`config.mk`:
```
export PLATFORM = sky130hd
export DESIGN_NAME = vga_timing_gen
export DESIGN_NICKNAME = d
export VERILOG_FILES = /design/src/rtl/vga_pkg.sv /design/src/rtl/vga_pixel_div.sv /design/src/rtl/vga_timing_gen.sv
export SDC_FILE = /design/constraint.sdc
export NUM_CORES = 1
export LEC_CHECK = 0
export BUFFER_PORTS_ARGS = -buffer_cell sky130_fd_sc_hd__buf_2
export CAP_MARGIN = 10
export CORE_ASPECT_RATIO = 1.4
export CORE_MARGIN = 3
export CORE_UTILIZATION = 40
export CTS_BUF_LIST = sky130_fd_sc_hd__clkbuf_4
export DETAILED_ROUTE_END_ITERATION = 8
export PLACE_DENSITY = 0.62
export SKIP_LAST_GASP = 1
export SLEW_MARGIN = 25
export SYNTH_ARGS = -nofsm -noshare
export SYNTH_HDL_FRONTEND = slang
export SYNTH_SLANG_ARGS = --single-unit
```
`constraint.sdc`:
```
create_clock -name Clk -period 2.8 [get_ports Clk]
set_input_delay 0.28 -clock Clk [delete_from_list [all_inputs] [get_ports Clk]]
set_output_delay 0.28 -clock Clk [all_outputs]
set_load 0.02 [all_outputs]
```
`src/rtl/vga_pkg.sv`:
```
// vga_pkg: raster timing defaults, derived sync positions and the shared
// screen coordinate type.
package vga_pkg;
    localparam int DEF_CLK_DIV   = 2;
    localparam int DEF_H_VISIBLE = 640;
    localparam int DEF_H_FRONT   = 16;
    localparam int DEF_H_SYNC    = 96;
    localparam int DEF_H_BACK    = 48;
    localparam int DEF_V_VISIBLE = 480;
    localparam int DEF_V_FRONT   = 10;
    localparam int DEF_V_SYNC    = 2;
    localparam int DEF_V_BACK    = 33;
    localparam int DEF_H_TOTAL   = DEF_H_VISIBLE + DEF_H_FRONT + DEF_H_SYNC + DEF_H_BACK;
    localparam int DEF_V_TOTAL   = DEF_V_VISIBLE + DEF_V_FRONT + DEF_V_SYNC + DEF_V_BACK;
    localparam int DEF_HS_START  = DEF_H_VISIBLE + DEF_H_FRONT;
    localparam int DEF_HS_END    = DEF_HS_START + DEF_H_SYNC;
    localparam int DEF_VS_START  = DEF_V_VISIBLE + DEF_V_FRONT;
    localparam int DEF_VS_END    = DEF_VS_START + DEF_V_SYNC;

    typedef logic [9:0] coord_t;

    function automatic logic in_win(coord_t v, int lo, int hi);
        return int'(v) >= lo && int'(v) < hi;
    endfunction
endpackage

```
`src/rtl/vga_pixel_div.sv`:
```
// vga_pixel_div: pixel-rate clock enable and registered pixel clock
// derived from the system clock.
module vga_pixel_div #(
    parameter int CLK_DIV = 2
) (
    input  logic Clk,
    input  logic Reset,
    output logic pixel_ce,
    output logic pixel_clk
);
    localparam int DW   = CLK_DIV > 1 ? $clog2(CLK_DIV) : 1;
    localparam int HALF = CLK_DIV / 2;
    logic [DW-1:0] div_q, div_d;
    logic ce_q, pclk_q, pclk_d;
    always_comb begin
        div_d  = (div_q == DW'(CLK_DIV - 1)) ? '0 : div_q + 1'b1;
        pclk_d = (CLK_DIV == 1) ? ~pclk_q : (int'(div_d) < HALF);
    end
    // ce is registered from the next divider value so it is low in reset
    // even when CLK_DIV is 1
    always_ff @(posedge Clk) begin
        if (Reset) begin
            div_q  <= '0;
            ce_q   <= 1'b0;
            pclk_q <= 1'b0;
        end else begin
            div_q  <= div_d;
            ce_q   <= (div_d == DW'(CLK_DIV - 1));
            pclk_q <= pclk_d;
        end
    end
    assign pixel_ce  = ce_q;
    assign pixel_clk = pclk_q;
endmodule

```
`src/rtl/vga_timing_gen.sv`:
```
// vga_timing_gen: VGA raster scan counters with registered sync, blank,
// line/frame pulses and a completed-frame counter.
module vga_timing_gen
    import vga_pkg::*;
#(
    parameter int CLK_DIV   = DEF_CLK_DIV,
    parameter int H_VISIBLE = DEF_H_VISIBLE,
    parameter int H_FRONT   = DEF_H_FRONT,
    parameter int H_SYNC    = DEF_H_SYNC,
    parameter int H_BACK    = DEF_H_BACK,
    parameter int V_VISIBLE = DEF_V_VISIBLE,
    parameter int V_FRONT   = DEF_V_FRONT,
    parameter int V_SYNC    = DEF_V_SYNC,
    parameter int V_BACK    = DEF_V_BACK
) (
    input  logic        Clk,
    input  logic        Reset,
    output logic        pixel_ce,
    output logic        pixel_clk,
    output logic        hs,
    output logic        vs,
    output logic        blank,
    output logic        frame_clk,
    output logic [9:0]  DrawX,
    output logic [9:0]  DrawY,
    output logic        line_start,
    output logic        frame_start,
    output logic [15:0] frame_count
);
    localparam int H_TOTAL  = H_VISIBLE + H_FRONT + H_SYNC + H_BACK;
    localparam int V_TOTAL  = V_VISIBLE + V_FRONT + V_SYNC + V_BACK;
    localparam int HS_START = H_VISIBLE + H_FRONT;
    localparam int VS_START = V_VISIBLE + V_FRONT;

    coord_t hc_q, hc_d, vc_q, vc_d;
    logic [15:0] fc_q, fc_d;
    logic hs_q, vs_q, blank_q, ls_q, fs_q, h_wrap, v_wrap;

    vga_pixel_div #(.CLK_DIV(CLK_DIV)) u_div (
        .Clk      (Clk),
        .Reset    (Reset),
        .pixel_ce (pixel_ce),
        .pixel_clk(pixel_clk)
    );

    always_comb begin
        h_wrap = hc_q == coord_t'(H_TOTAL - 1);
        v_wrap = vc_q == coord_t'(V_TOTAL - 1);
        hc_d   = h_wrap ? '0 : hc_q + 1'b1;
        vc_d   = h_wrap ? (v_wrap ? '0 : vc_q + 1'b1) : vc_q;
        fc_d   = (h_wrap && v_wrap) ? fc_q + 16'd1 : fc_q;
    end

    // sync and blank decode the next counter values so they land with DrawX/DrawY
    always_ff @(posedge Clk) begin
        if (Reset) begin
            hc_q    <= '0;
            vc_q    <= '0;
            fc_q    <= '0;
            hs_q    <= 1'b1;
            vs_q    <= 1'b1;
            blank_q <= 1'b1;
            ls_q    <= 1'b0;
            fs_q    <= 1'b0;
        end else if (pixel_ce) begin
            hc_q    <= hc_d;
            vc_q    <= vc_d;
            fc_q    <= fc_d;
            hs_q    <= !in_win(hc_d, HS_START, HS_START + H_SYNC);
            vs_q    <= !in_win(vc_d, VS_START, VS_START + V_SYNC);
            blank_q <= in_win(hc_d, 0, H_VISIBLE) && in_win(vc_d, 0, V_VISIBLE);
            ls_q    <= h_wrap;
            fs_q    <= h_wrap && v_wrap;
        end else begin
            ls_q    <= 1'b0;
            fs_q    <= 1'b0;
        end
    end

    assign DrawX       = hc_q;
    assign DrawY       = vc_q;
    assign hs          = hs_q;
    assign vs          = vs_q;
    assign frame_clk   = vs_q;
    assign blank       = blank_q;
    assign line_start  = ls_q;
    assign frame_start = fs_q;
    assign frame_count = fc_q;
endmodule

```
==> results of run 1 <==
-- area by class of cell --
| cell class | count | area (um^2) |
|---|---|---|
| clock buffer | 7 | 52.6 |
| clock inverter | 1 | 5.00 |
| fill | 533 | 2750 |
| inverter | 10 | 37.5 |
| multi-input combinational | 200 | 1270 |
| sequential | 43 | 861 |
| tap | 66 | 82.6 |
| timing repair buffer | 50 | 263 |
-- worst max-delay path: cells and delay by family (launching register included) --
family                     cells  cell delay, ns
xor gates and xnor gates       1            0.20
DFF                            1            0.48
adders and majority gates      1            0.28
AOI/OAI and AO/OA              1            0.14
and+or+nand+nor                4            1.25
-- worst max path at each step --
stage | start | to | cells past startpoint
3_5_place_dp | DrawX[0] | frame_clk | 7
2_1_floorplan | DrawX[0] | frame_count[8] | 7
3_3_place_gp | DrawX[0] | frame_clk | 7
5_1_grt | DrawX[1] | DrawY[6] | 7
4_1_cts | DrawX[1] | frame_clk | 7
6_report | DrawX[1] | frame_clk | 7
-- cell usage after synthesis (2+ instances only) --
master    count  area share
buf_2         5       0.011
clkbuf_1      7       0.012
nor4_1        2      0.0056
nand2_1      22       0.037
inv_1        10       0.017
a21oi_1      12       0.027
nor3_1        9       0.020
nand4_1      10       0.028
nor4b_4       2       0.021
a311oi_1      2      0.0078
and4_1        4       0.016
mux2i_1       2      0.0089
o21ai_0      19       0.042
buf_4         2      0.0067
ha_1          5       0.028
xnor2_1      14       0.055
or3_1         4       0.011
nor2_1       30       0.050
nand2b_1      4       0.011
o31ai_1       5       0.017
nor2b_1       3      0.0084
and2_1        2      0.0056
and3_1        5       0.014
dfxtp_1      43        0.38
nand3_1      14       0.031
xor2_1       10       0.039
-- metal layers --
metal | global-route usage | up-vias
li1 | - | 1033
met1 | 0.197 | 960
met2 | 0.291 | 49
met3 | 0.0383 | 9
met4 | 0.0668 | 0
met5 | 0 | -
-- power by group --
| group | switching [mW] | internal [mW] | leakage, nW |
|---|---|---|---|
| clock | 0.208 | 0.118 | 0.0361 |
| combinational | 0.0349 | 0.0142 | 0.630 |
| sequential | 0.00752 | 0.618 | 0.348 |
| total | 0.251 | 0.750 | 1.01 |
-- cell families after synthesis --
logic type                 Yosys count  share of synthesized area
buffers and inverters               25                     0.0513
adders and majority gates            5                     0.0279
DFF                                 43                      0.384
muxes                                2                    0.00892
AOI/OAI and AO/OA                   51                      0.141
xor gates and xnor gates            24                     0.0937
and+or+nand+nor                    118                      0.294
-- per-stage QoR --
stage	area [um^2]	hold slack [ns]	power [mW]	std cells
finish	2570	0.266	1.00	377
global route	2570	0.284	1.04	377
CTS	2570	0.251	1.01	377
detailed placement	2510	0.475	0.689	369
global placement	2510	0.464	0.688	369
floorplan	2240	0.564	0.670	268
==> results_dict.tcl, run 1 <==
set metrics [dict create \
    status "finished, final reports clean" \
    largest_reg_flops 16 \
    overflow 0 \
    maxCapViolCount 0 \
    crit_chain "ha_1 > and4_1 > nand4_1 > nor4_2 > xnor2_1 > nor4b_4 > a41oi_1" \
    drive_gt1_frac 0.206 \
    syn_area_per_cell_um2 8.37 \
    crit_path_start_kind "flop" \
    start_util 0.422 \
    n_antenna_cell 0 \
    cts_tree "yes" \
    min_to "line_start" \
    period_needed_ns 2.46 \
    synthArstFlopShare 0 \
    timing.fmax_ghz 0.406 \
    routedWlPerCell_um 13.9 \
    ir_drop_v 0.000165 \
    path_clk_slew_ns 0.13 \
    cts-root-buf "clkbuf_4" \
    synth_seq_area_share 0.384 \
    rows 31 \
    postCtsHoldBufs 0 \
    cts_max_path_buffers 2 \
    place.port_buffers 45 \
    end_kind "flop" \
    gp_congestion 0.847 \
    hold_class "primary input to flop" \
    finalHoldViolCount 0 \
    crit_type "flop to flop" \
    timing.rr.end "frame_clk" \
    drt-initial-drc-count 135 \
    highest_layer "met4" \
    finish.utilization 0.483 \
    synth_edf_count 0 \
    powerDensity_nw_per_um2 390 \
    grt_pass1_wl_mm 9.00 \
    fin_ws_ns 0.338 \
    synth_flop_cell "dfxtp_1" \
    crit_required_ns 3.04 \
    leakage_nw 1.01 \
    grt_pass1_vias 1887 \
    ys_ff_latch 43 \
    dieWidth_um 69.3 \
    fin_tns_setup_ns 0 \
    critPathSlowestCell "dfxtp_1" \
    rsz0062_at_grt "no" \
    pre_cts_ws_ns 0.353 \
    wl_met2_mm 2.60 \
    max_stage_delay_ns 0.48 \
    grt_max_degree 31 \
    crit_fanout 8 \
    setup_violations 0 \
    r2r_slack_ns 0.34 \
    die-area_um2 6560 \
    synth_area_um2 2240 \
    grt_use_total 0.167 \
    post-route-drc-count 0 \
    clk_latency_ns 0.36 \
    postRouteAntennaNets 0 \
    syn2layout_area_growth_pct 14.5 \
    dieHeight_um 94.6 \
    slew-limit-headroom 0.551 \
    fin_skew_ns 0.00614 \
    cts-htree-levels 2 \
    postCtsSetupBuffers 0 \
    ctsResizeCount 0 \
    coreArea_um2 5310 \
    vias 2051 \
    final_max_slew_viol_count 0 \
    r2r_cells 7 \
    vias_per_cell 5.44 \
    syn_inst 268 \
    syn_nets 275 \
    antenna_found_initial 0 \
    place_hpwl_mm 3.92 \
    routed_wl_mm 5.24 \
    cts.sinks 43 \
    mostFrequentLayoutCells "buf_2, dfxtp_1, nor2_1, nand2_1, o21ai_0" \
    drt_pre_antenna_iters 4 \
    min_from "Reset" \
    post-route-period-util 0.879 \
    critPathArrivalTime_ns 2.71 \
    reg2reg_from "DrawX[1]" \
    drt-met1-wl_mm 2.24 \
    tightest_slew_ns 0.671 \
    yosys_warnings 0 \
    dr_wl_met3_um 296 \
    cts_buffers 5 \
    final_common_cell "buf_2" \
    synthDistinctLibCells 47 \
    hold_depth 3 \
    io_pins 46 \
    fin_nets 317 \
]
(Power assumes the default switching activity.)
==> inputs of run 2 (changes only) <==
CORE_UTILIZATION = 39   (was 40)
PLACE_DENSITY = 0.61   (was 0.62)
==> run 2 against run 1 <==
- clock skew is 0.0019 ns higher
- combinational power increased by 2%
- total power down 0.98%
- hold slack got worse by 0.080 ns
- sequential power about the same
- critical endpoint is now frame_count[8]
- largest cell class unchanged
==> results_dict.tcl, run 2 (same netlist as run 1, synthesis figures left out) <==
set metrics [dict create \
    fin_skew_ns 0.00803 \
    routedWlPerCell_um 14.0 \
    maxCapViolCount 0 \
    crit_type "flop to flop" \
    fin_ws_ns 0.367 \
    holdWs_ns 0.186 \
    cts.sinks 43 \
    powerDensity_nw_per_um2 381 \
    coreArea_um2 5530 \
    dpl.cell_count 375 \
    crit_path_start_kind "flop" \
    critPathArrivalTime_ns 2.73 \
    clk_latency_ns 0.36 \
    post-route-period-util 0.869 \
    postRouteAntennaNets 0 \
    start_util 0.406 \
    drive_gt1_frac 0.216 \
    drt-initial-drc-count 114 \
    rsz0062_at_grt "no" \
    grt_max_degree 30 \
    ir_drop_v 0.000201 \
    postCtsHoldBufs 0 \
    overflow 0 \
    leakage_nw 1.03 \
    fin_cells 383 \
    fin_nets 321 \
    postCtsSetupBuffers 0 \
    tightest_slew_ns 0.707 \
    cts_buffers 5 \
    drt_pre_antenna_iters 4 \
    vias_per_cell 5.35 \
    grt_pass1_vias 1974 \
    crit_required_ns 3.10 \
    die-area_um2 6710 \
    period_needed_ns 2.43 \
    final_common_cell "buf_2" \
    timing.fmax_ghz 0.411 \
    grt_use_total 0.165 \
    pre_cts_ws_ns 0.391 \
    hold_class "primary input to flop" \
    path_clk_slew_ns 0.13 \
    dieHeight_um 95.7 \
    finalHoldViolCount 0 \
    antenna_found_initial 0 \
    grt_pass1_wl_mm 9.09 \
    cts-root-buf "clkbuf_4" \
    place.port_buffers 45 \
    fin_tns_setup_ns 0 \
    ctsResizeCount 0 \
    cts_max_path_buffers 2 \
    mostFrequentLayoutCells "buf_2, dfxtp_1, nor2_1, nand2_1, o21ai_0" \
    post-route-drc-count 0 \
    vias 2050 \
    final_max_slew_viol_count 0 \
    slew-limit-headroom 0.527 \
    place_hpwl_mm 3.99 \
    gp_congestion 0.813 \
    n_antenna_cell 0 \
    syn2layout_area_growth_pct 16.0 \
    dieWidth_um 70.1 \
    cts-htree-levels 2 \
    largest_reg_flops 16 \
    io_pins 46 \
    crit_fanout 9 \
    finish.utilization 0.471 \
    rows 32 \
    setup_violations 0 \
    routed_wl_mm 5.38 \
    status "finished, final reports clean" \
    end_kind "flop" \
    cts_tree "yes" \
]
## run 2: worst max-delay path: stages (launching register included)
cell and delay, ns:
dfxtp_1 0.48, ha_1 0.27, and4_1 0.34, nand4_4 0.17, or4_1 0.58, or3_1 0.39
a21oi_1 0.13
## run 2: through the flow
stage	cell area [um^2]	power, mW
after CTS	2600	1.01
after global placement	2540	0.689
after floorplan	2240	0.670
after detailed placement	2540	0.689
final	2600	0.991
after global routing	2600	1.04
## run 2: per-layer routing
metal	track usage	wire [um]	vias up
met3	0.0376	242	5
met5	0	0	-
met4	0.0527	69	0
li1	-	-	1043
met2	0.299	2700	45
met1	0.194	2370	957
## run 2: layout make-up
| class | count | area (um^2) |
|---|---|---|
| inverter | 10 | 37.5 |
| timing repair buffer | 54 | 293 |
| tap | 68 | 85.1 |
| sequential | 43 | 861 |
| multi-input combinational | 200 | 1270 |
| clock inverter | 2 | 12.5 |
| clock buffer | 6 | 45.0 |
| fill | 578 | 2920 |
## run 2: power by group
part	internal, mW	leakage, nW	switching (mW)
registers	0.618	0.348	0.00744
clock network	0.107	0.0317	0.208
logic	0.0152	0.651	0.0350
## run 2: path summary, 6_finish.rpt
path,from,end,slack (ns),cells after the start
max,DrawX[0],frame_count[8],0.37,6
min,Reset,blank,0.19,3
max reg2reg,DrawX[0],frame_count[8],0.37,6
min reg2reg,hs,hs,0.49,1
